File: config.mk
export PLATFORM = sky130hd
export DESIGN_NAME = tile_writer
export DESIGN_NICKNAME = d
export VERILOG_FILES = /design/src/rtl/tile_writer.sv
export SDC_FILE = /design/constraint.sdc
export NUM_CORES = 1
export LEC_CHECK = 0
export BUFFER_PORTS_ARGS = -buffer_cell sky130_fd_sc_hd__buf_2
export CAP_MARGIN = 5
export CORE_MARGIN = 4
export CORE_UTILIZATION = 50
export CTS_CLUSTER_SIZE = 40
export DETAILED_ROUTE_END_ITERATION = 16
export PLACE_DENSITY = 0.8
export SLEW_MARGIN = 15
export SYNTH_ARGS = -nofsm -noshare
export SYNTH_HDL_FRONTEND = slang
export SYNTH_SLANG_ARGS = --single-unit
File: constraint.sdc
create_clock -name clk -period 9.8 [get_ports clk]
set_input_delay 1.96 -clock clk [delete_from_list [all_inputs] [get_ports clk]]
set_output_delay 1.96 -clock clk [all_outputs]
set_load 0.1 [all_outputs]
File: src/rtl/tile_writer.sv
// Tile writer: buffers 3x12-pixel output tiles in a small FIFO and writes them to
// frame memory one 12-pixel row per request, tracking the tile position within the frame.
module tile_writer #(
  parameter int TILE_COLS  = 53,
  parameter int TILE_ROWS  = 160,
  parameter int FIFO_DEPTH = 4
) (
  input  logic         clk,
  input  logic         rst_n,
  input  logic         in_valid,
  input  logic [287:0] in_tile,
  output logic         in_ready,
  output logic         wr_en,
  output logic [14:0]  wr_addr,
  output logic [95:0]  wr_data,
  input  logic         wr_ready,
  output logic         frame_done,
  output logic         overflow
);

  localparam int PW = (FIFO_DEPTH > 1) ? $clog2(FIFO_DEPTH) : 1;
  localparam int NW = $clog2(FIFO_DEPTH + 1);
  localparam int CW = (TILE_COLS > 1) ? $clog2(TILE_COLS) : 1;
  localparam int TW = (TILE_ROWS > 1) ? $clog2(TILE_ROWS) : 1;

  logic [287:0]  mem_q [FIFO_DEPTH];
  logic [PW-1:0] wr_ptr_q, wr_ptr_d;
  logic [PW-1:0] rd_ptr_q, rd_ptr_d;
  logic [NW-1:0] count_q, count_d;
  logic [1:0]    row_q, row_d;
  logic [CW-1:0] col_q, col_d;
  logic [TW-1:0] trow_q, trow_d;
  logic          frame_done_q, frame_done_d;
  logic          overflow_q, overflow_d;

  logic          full_s;
  logic          empty_s;
  logic          push_s;
  logic          wr_fire_s;
  logic          pop_s;
  logic [287:0]  head_s;
  logic [95:0]   row_data_s;
  logic [14:0]   addr_s;

  function automatic logic [PW-1:0] ptr_next(input logic [PW-1:0] p);
    if (p == PW'(FIFO_DEPTH - 1)) begin
      return {PW{1'b0}};
    end else begin
      return p + PW'(1'b1);
    end
  endfunction

  // Ready and write-request flags come only from registered occupancy
  assign full_s    = (count_q == NW'(FIFO_DEPTH));
  assign empty_s   = (count_q == {NW{1'b0}});
  assign push_s    = in_valid & ~full_s;
  assign wr_fire_s = ~empty_s & wr_ready;
  assign pop_s     = wr_fire_s & (row_q == 2'd2);

  assign head_s = mem_q[rd_ptr_q];
  assign addr_s = (15'(trow_q) * 15'd3 + 15'(row_q)) * 15'(TILE_COLS) + 15'(col_q);

  // Select the current row of the head tile
  always_comb begin
    row_data_s = 96'd0;
    case (row_q)
      2'd0:    row_data_s = head_s[287:192];
      2'd1:    row_data_s = head_s[191:96];
      2'd2:    row_data_s = head_s[95:0];
      default: row_data_s = 96'd0;
    endcase
  end

  // Next-state logic for FIFO pointers, row/column/tile-row counters and flags
  always_comb begin
    wr_ptr_d     = wr_ptr_q;
    rd_ptr_d     = rd_ptr_q;
    count_d      = count_q;
    row_d        = row_q;
    col_d        = col_q;
    trow_d       = trow_q;
    frame_done_d = 1'b0;
    overflow_d   = overflow_q | (in_valid & full_s);

    if (push_s) begin
      wr_ptr_d = ptr_next(wr_ptr_q);
    end else begin
      wr_ptr_d = wr_ptr_q;
    end

    if (pop_s) begin
      rd_ptr_d = ptr_next(rd_ptr_q);
    end else begin
      rd_ptr_d = rd_ptr_q;
    end

    case ({push_s, pop_s})
      2'b10:   count_d = count_q + NW'(1'b1);
      2'b01:   count_d = count_q - NW'(1'b1);
      default: count_d = count_q;
    endcase

    // Only completed writes advance the position; dropped tiles never touch it
    if (wr_fire_s) begin
      if (row_q == 2'd2) begin
        row_d = 2'd0;
        if (col_q == CW'(TILE_COLS - 1)) begin
          col_d = {CW{1'b0}};
          if (trow_q == TW'(TILE_ROWS - 1)) begin
            trow_d       = {TW{1'b0}};
            frame_done_d = 1'b1;
          end else begin
            trow_d = trow_q + TW'(1'b1);
          end
        end else begin
          col_d = col_q + CW'(1'b1);
        end
      end else begin
        row_d = row_q + 2'd1;
      end
    end else begin
      row_d = row_q;
    end
  end

  // State registers with synchronous active-low reset
  always_ff @(posedge clk) begin
    if (!rst_n) begin
      wr_ptr_q     <= {PW{1'b0}};
      rd_ptr_q     <= {PW{1'b0}};
      count_q      <= {NW{1'b0}};
      row_q        <= 2'd0;
      col_q        <= {CW{1'b0}};
      trow_q       <= {TW{1'b0}};
      frame_done_q <= 1'b0;
      overflow_q   <= 1'b0;
    end else begin
      wr_ptr_q     <= wr_ptr_d;
      rd_ptr_q     <= rd_ptr_d;
      count_q      <= count_d;
      row_q        <= row_d;
      col_q        <= col_d;
      trow_q       <= trow_d;
      frame_done_q <= frame_done_d;
      overflow_q   <= overflow_d;
    end
  end

  // Tile storage; empty slots are never presented, so contents need no reset
  always_ff @(posedge clk) begin
    if (rst_n && push_s) begin
      mem_q[wr_ptr_q] <= in_tile;
    end
  end

  assign in_ready   = ~full_s;
  assign wr_en      = ~empty_s;
  assign wr_addr    = addr_s;
  assign wr_data    = empty_s ? 96'd0 : row_data_s;
  assign frame_done = frame_done_q;
  assign overflow   = overflow_q;

endmodule
==> results of run 1 <==
[layout make-up]
cell class / count / area (um^2) / area share (%)
repair buffers: 434 / 2370 / 4.36
diodes: 35 / 87.6 / 0.161
multi-input cells: 977 / 11300 / 20.8
flip-flops and latches: 1179 / 35100 / 64.7
clock buffers: 148 / 3020 / 5.56
well taps: 1254 / 1570 / 2.89
inverters: 47 / 176 / 0.325
clock inverters: 63 / 627 / 1.15
[power breakdown]
part / total, W / internal, W / switching, W
Sequential: 0.00570 / 0.00566 / 0.0000353
Clock: 0.00425 / 0.00244 / 0.00182
Combinational: 0.000940 / 0.000215 / 0.000725
Total: 0.0109 / 0.00832 / 0.00258
[layout by cell type, fill, tap and decap left out, drive strengths merged, types with 6 or more instances in the layout]
cell    instances
edfxtp       1152
buf           434
mux4          288
nor2          216
clkbuf        148
a21oi         117
mux2i         102
ha             71
inv            51
clkinv         45
diode          35
dfxtp          27
nand2          25
xnor2          21
fa             18
o21ai          12
xor2           11
bufinv         10
nand3           9
nor3            8
a21boi          8
nor2b           7
and3            7
nand4           6
o21a            6
[path summary, 6_finish.rpt]
check / startpoint / end
max: trow_q[0] / wr_addr[14]
min: overflow / overflow
max reg2reg: count_q[0] / mem_q[2][119]
min reg2reg: overflow / overflow
[worst register-to-register path, cell delays in order, from the launching register on]
cell	delay, ns
dfxtp_1	0.44
nor2_1	0.10
nand2_1	0.09
and2_1	0.28
and3_4	0.93
buf_4	0.97
[per-layer routing]
metal  vias to the layer above  share of wire [%]
met4                        36                2.2
met5                         -               0.23
li1                      10319                  -
met2                       855                 52
met1                     12239                 38
met3                       170                7.3
[metrics by stage]
stage	cell area [um^2]	worst slack, ns	hold WS (ns)	utilization (%)	std cells
after floorplan	47200	0.343	0.476	-	2315
after global placement	50500	1.66	0.474	54.0	3889
after detailed placement	50500	1.46	0.485	54.0	3889
after CTS	54200	0.714	0.500	57.9	4100
after global routing	54300	0.400	0.537	58.1	4120
final	54300	0.762	0.492	58.1	4137
[kinds of logic after synthesis]
kind of cell / count (synthesis) / synth area share, %
flops: 1179 / 74.4
mux: 390 / 15.9
simple gates: 298 / 2.71
compound gates: 168 / 2.03
buf+inv: 159 / 1.67
fa+ha+maj: 89 / 2.65
xor+xnor: 32 / 0.594
[registers in the layout (all words and copies together), names as in the netlist, named ones only]
register    count
frame_done      1
count_q         3
mem_q        1152
row_q           2
trow_q          8
rd_ptr_q        2
col_q           6
overflow        1
wr_ptr_q        2
==> impl_metrics.yaml, run 1 <==
run_status:
  status: "completed"
placed_design:
  gp_congestion: 0.764
  place_hpwl_um: 59400
  io_buffers: 406
detailed_routing:
  dr.pass1.iters: 5
  drc: 0
  num_vias: 23619
  ant_nets: 0
  wl_per_cell_um: 24.4
  drtIter0Drc: 2160
  drt-vias-per-instance: 5.71
  wirelength_um: 101000
clock_tree:
  clk_pin_slew_ns: 0.06
  cts_tree: "done"
  clock_sinks: 1179
  post_cts_buffers: 0
  clock_latency_ns: 0.69
  cts_buffers: 115
  cts_resized: 0
  cts-root-buf: "clkbuf_16"
  h-tree-depth: 3
  ctsLongestPathBuffers: 3
  cts_hold_buf: 0
global_route:
  use_met3_pct: 5.23
  use_met2_pct: 34.5
  grt_max_degree: 121
  grt_pass1_vias: 25315
  grt_overflow: 0
  grt_pass1_wl_um: 154000
  grt_use_met1_pct: 26.2
  grt_usage_pct: 20.4
  grt_busiest_layer: "met2"
  grt_antenna_before_repair: 50
sta:
  fmax_mhz: 111
  tightest_slew_ns: 1.13
  slew_viol_final: 0
  setup_viol: 0
  clock_skew_ns: 0.0308
  rsz0062_at_grt: "false"
  hold_viol_final: 0
  period_share_pct: 92.2
  maxSlewHeadroom_pct: 24.7
  tns_ns: 0
  min_period_ns: 9.04
critical_path:
  start_kind: "flip-flop"
  arrival_ns: 7.08
  reg2reg_slack_ns: 6.52
  cp.depth: 20
  cp-end-kind: "primary output"
  critPathBufInv: 2
  rr_worst_depth: 5
  path_max_fanout: 7
  crit_type: "reg2out"
  critical-path-top-delay-family: "adder cells"
  crit_required_ns: 7.84
  path_cells: "fa_1 > ha_1 > inv_1 > fa_1 > nand2b_1 > a21oi_1 > a21oi_1 > o21bai_1 > xor2_1 > ha_1 > fa_1 > fa_1 > ha_1 > ha_1 > a21oi_1 > o21ai_0 > a311oi_1 > o21ai_0 > xnor2_1 > buf_2"
  slowest_stage: "fa_1"
  slowest_delay_ns: 0.56
pwr:
  powerDensity_nw_per_um2: 201
  power_w: 0.0109
  vdd_drop_max_uv: 171
  leakagePower_nw: 18.2
synthesis:
  synth_top_area_cell: "edfxtp_1"
  synth_edf_count: 1152
  synth_top_area_share_pct: 73.3
  synth.distinct_cells: 54
  yosysWarnings: 0
  ys.flop_type: "edfxtp_1"
  synthesis.area_um2: 47200
  synth_area_per_cell_um2: 20.4
  synthTopCellsByArea: "edfxtp_1 73%, mux4_2 14%, mux2i_1 2.2%"
  synthCells: 2315
  ys_seq_elements: 1179
  syn_nets: 2696
  async_flop_share_pct: 0
  synth.most_common_cell: "edfxtp_1"
  synth_common_cells: "1,152 x edfxtp_1, 288 x mux4_2, 215 x nor2_1, 117 x a21oi_1, 102 x mux2i_1"
  yosysSeqAreaShare_pct: 74.4
finish:
  fillers: 6727
  final_layout_size_suffix_gt1_share_pct: 31.4
  syn_to_final_growth_pct: 15.1
  fin_nets: 3135
die:
  die_y_um: 315
  pin_count: 407
  core_um2: 93500
  initial_core_util_pct: 50.5
  row_count: 112
  die_w_um: 315
  die_area_um2: 99400
min_path:
  hold_depth: 2
  hp-class: "reg2reg"
run:
  max_cap_violations: 0
Power figures use the tool's default switching activity.
==> run 2: changes to the inputs <==
- CORE_MARGIN: 4 -> default
==> run 2 against run 1 <==
Against the previous run:
- combinational power grew 0.5%
- setup slack worse by 0.011 ns
- count of clock-buffer cells in the layout down 8
- register-to-register slack got worse by 0.57 ns
- fmax is 0.12% lower
- final area grew 0.11%
- sequential share of layout area decreased by 0.068 points
- die area is 3.8% lower
- sequential power hardly changed
- worst hold slack better by 0.00087 ns
- first-iteration DRC count is 5.4% higher
- largest power group unchanged
- highest routed layer unchanged
==> impl_metrics.yaml, run 2 (synthesized netlist as in run 1, its figures left out) <==
global_route:
  use_met3_pct: 5.55
  grt_overflow: 0
  grt_usage_pct: 20.6
  grt_max_degree: 142
  grt_busiest_layer: "met2"
  grt_pass1_wl_um: 147000
  grt_pass1_vias: 25238
  grt_antenna_before_repair: 55
  use_met2_pct: 35.1
  grt_use_met1_pct: 25.2
critical_path:
  path_max_fanout: 7
  cp.depth: 20
  crit_type: "reg2out"
  worstReg2RegStart: "row_q[1]"
  critical-path-top-delay-family: "adder cells"
  r2r-end: "count_q[2]"
  endpoint: "wr_addr[14]"
  rr_worst_depth: 10
  crit_required_ns: 7.84
  slowest_delay_ns: 0.55
  reg2reg_slack_ns: 5.95
  cp-end-kind: "primary output"
  critPathLaunch: "trow_q[0]"
  slowest_stage: "fa_1"
  path_cells: "fa_1 > ha_1 > inv_1 > fa_1 > nand2b_1 > a21oi_1 > a21oi_1 > o21bai_1 > xor2_1 > ha_1 > fa_1 > fa_1 > ha_1 > ha_1 > a21oi_1 > o21ai_0 > a311oi_1 > o21ai_0 > xnor2_1 > buf_2"
  arrival_ns: 7.09
  start_kind: "flip-flop"
  critPathBufInv: 2
detailed_routing:
  drtIter0Drc: 2277
  dr.pass1.iters: 7
  drc: 0
  wirelength_um: 98600
  wl_per_cell_um: 23.9
  drt-vias-per-instance: 5.71
  ant_nets: 0
  num_vias: 23561
finish:
  syn_to_final_growth_pct: 15.2
  regMostFlops: "mem_q"
  layout_common_cells: "1,152 x edfxtp_1, 406 x buf_2, 288 x mux4_2"
  fin_nets: 3129
  final_layout_size_suffix_gt1_share_pct: 31.6
  top_regs: "mem_q x1152, trow_q x8, col_q x6"
  mostFrequentLayoutCell: "edfxtp_1"
  largest_reg_flops: 1152
sta:
  min_period_ns: 9.05
  hold_viol_final: 0
  maxSlewHeadroom_pct: 16.1
  rsz0062_at_grt: "false"
  fin_ws_ns: 0.751
  tightest_slew_ns: 1.26
  setup_viol: 0
  tns_ns: 0
  fmax_mhz: 111
  clock_skew_ns: 0.0240
  slew_viol_final: 0
  period_share_pct: 92.3
min_path:
  hp-class: "reg2reg"
clock_tree:
  clock_latency_ns: 0.69
  cts_buffers: 114
  clk_pin_slew_ns: 0.06
  cts_hold_buf: 0
  clock_sinks: 1179
  cts_tree: "done"
  ctsLongestPathBuffers: 3
  cts-root-buf: "clkbuf_16"
  post_cts_buffers: 0
  h-tree-depth: 3
  cts_resized: 0
pwr:
  vdd_drop_max_uv: 213
  leakagePower_nw: 18.2
  powerDensity_nw_per_um2: 202
die:
  pin_count: 407
  die_y_um: 309
  die_w_um: 309
  core_um2: 93500
  die_area_um2: 95600
  row_count: 112
  initial_core_util_pct: 50.5
placed_design:
  place_hpwl_um: 56800
  gp_congestion: 0.792
  io_buffers: 406
  pre_cts_ws_ns: 1.49
run:
  max_cap_violations: 0
run_status:
  status: "completed"
==> run 2: per-stage QoR <==
stage                     power [W]  instance area [um^2]  hold slack [ns]  util, %  instances
after detailed placement    0.00674                 50500            0.488     54.1       3886
after floorplan             0.00649                 47200            0.476        -       2315
after global placement      0.00671                 50500            0.475     54.1       3886
after CTS                    0.0111                 54300            0.499     58.1       4096
final                        0.0110                 54400            0.493     58.2       4124
after global routing         0.0113                 54300            0.554     58.1       4118
==> run 2: layer usage <==
layer | vias to the layer above | routed length (um)
li1 | 10298 | -
met2 | 861 | 50800
met1 | 12140 | 38000
met5 | - | 339
met3 | 210 | 7090
met4 | 52 | 2470
==> run 2: worst min path at each step <==
stage	start	endpoint	slack, ns	cells past startpoint
floorplan	wr_ptr_q[1]	wr_ptr_q[1]	0.48	2
global placement	overflow	overflow	0.47	2
detailed placement	overflow	overflow	0.49	2
CTS	overflow	overflow	0.50	2
global route	wr_ptr_q[1]	wr_ptr_q[1]	0.55	2
finish	overflow	overflow	0.49	2
==> run 2: area by class of cell <==
cell class / count / area (um^2)
inverter: 47 / 176
timing repair buffer: 429 / 2340
sequential: 1179 / 35100
tap: 1254 / 1570
clock inverter: 70 / 737
multi-input combinational: 977 / 11300
clock buffer: 140 / 3010
antenna: 28 / 70.1
fill: 6637 / 39100
==> run 2: worst register-to-register path, delay by kind of cell, from the launching register on <==
family | cells | cell delay (ns)
buf+inv | 3 | 1.36
compound gates | 1 | 0.16
xor+xnor | 1 | 0.16
simple gates | 3 | 1.10
fa+ha+maj | 2 | 0.66
flops | 1 | 0.35
==> run 2: power by group <==
part           switching, W  leakage, nW  internal (W)
Sequential        0.0000285         10.7       0.00566
Combinational      0.000730         5.68      0.000215
Clock               0.00183         1.82       0.00253
Total               0.00259         18.2       0.00841
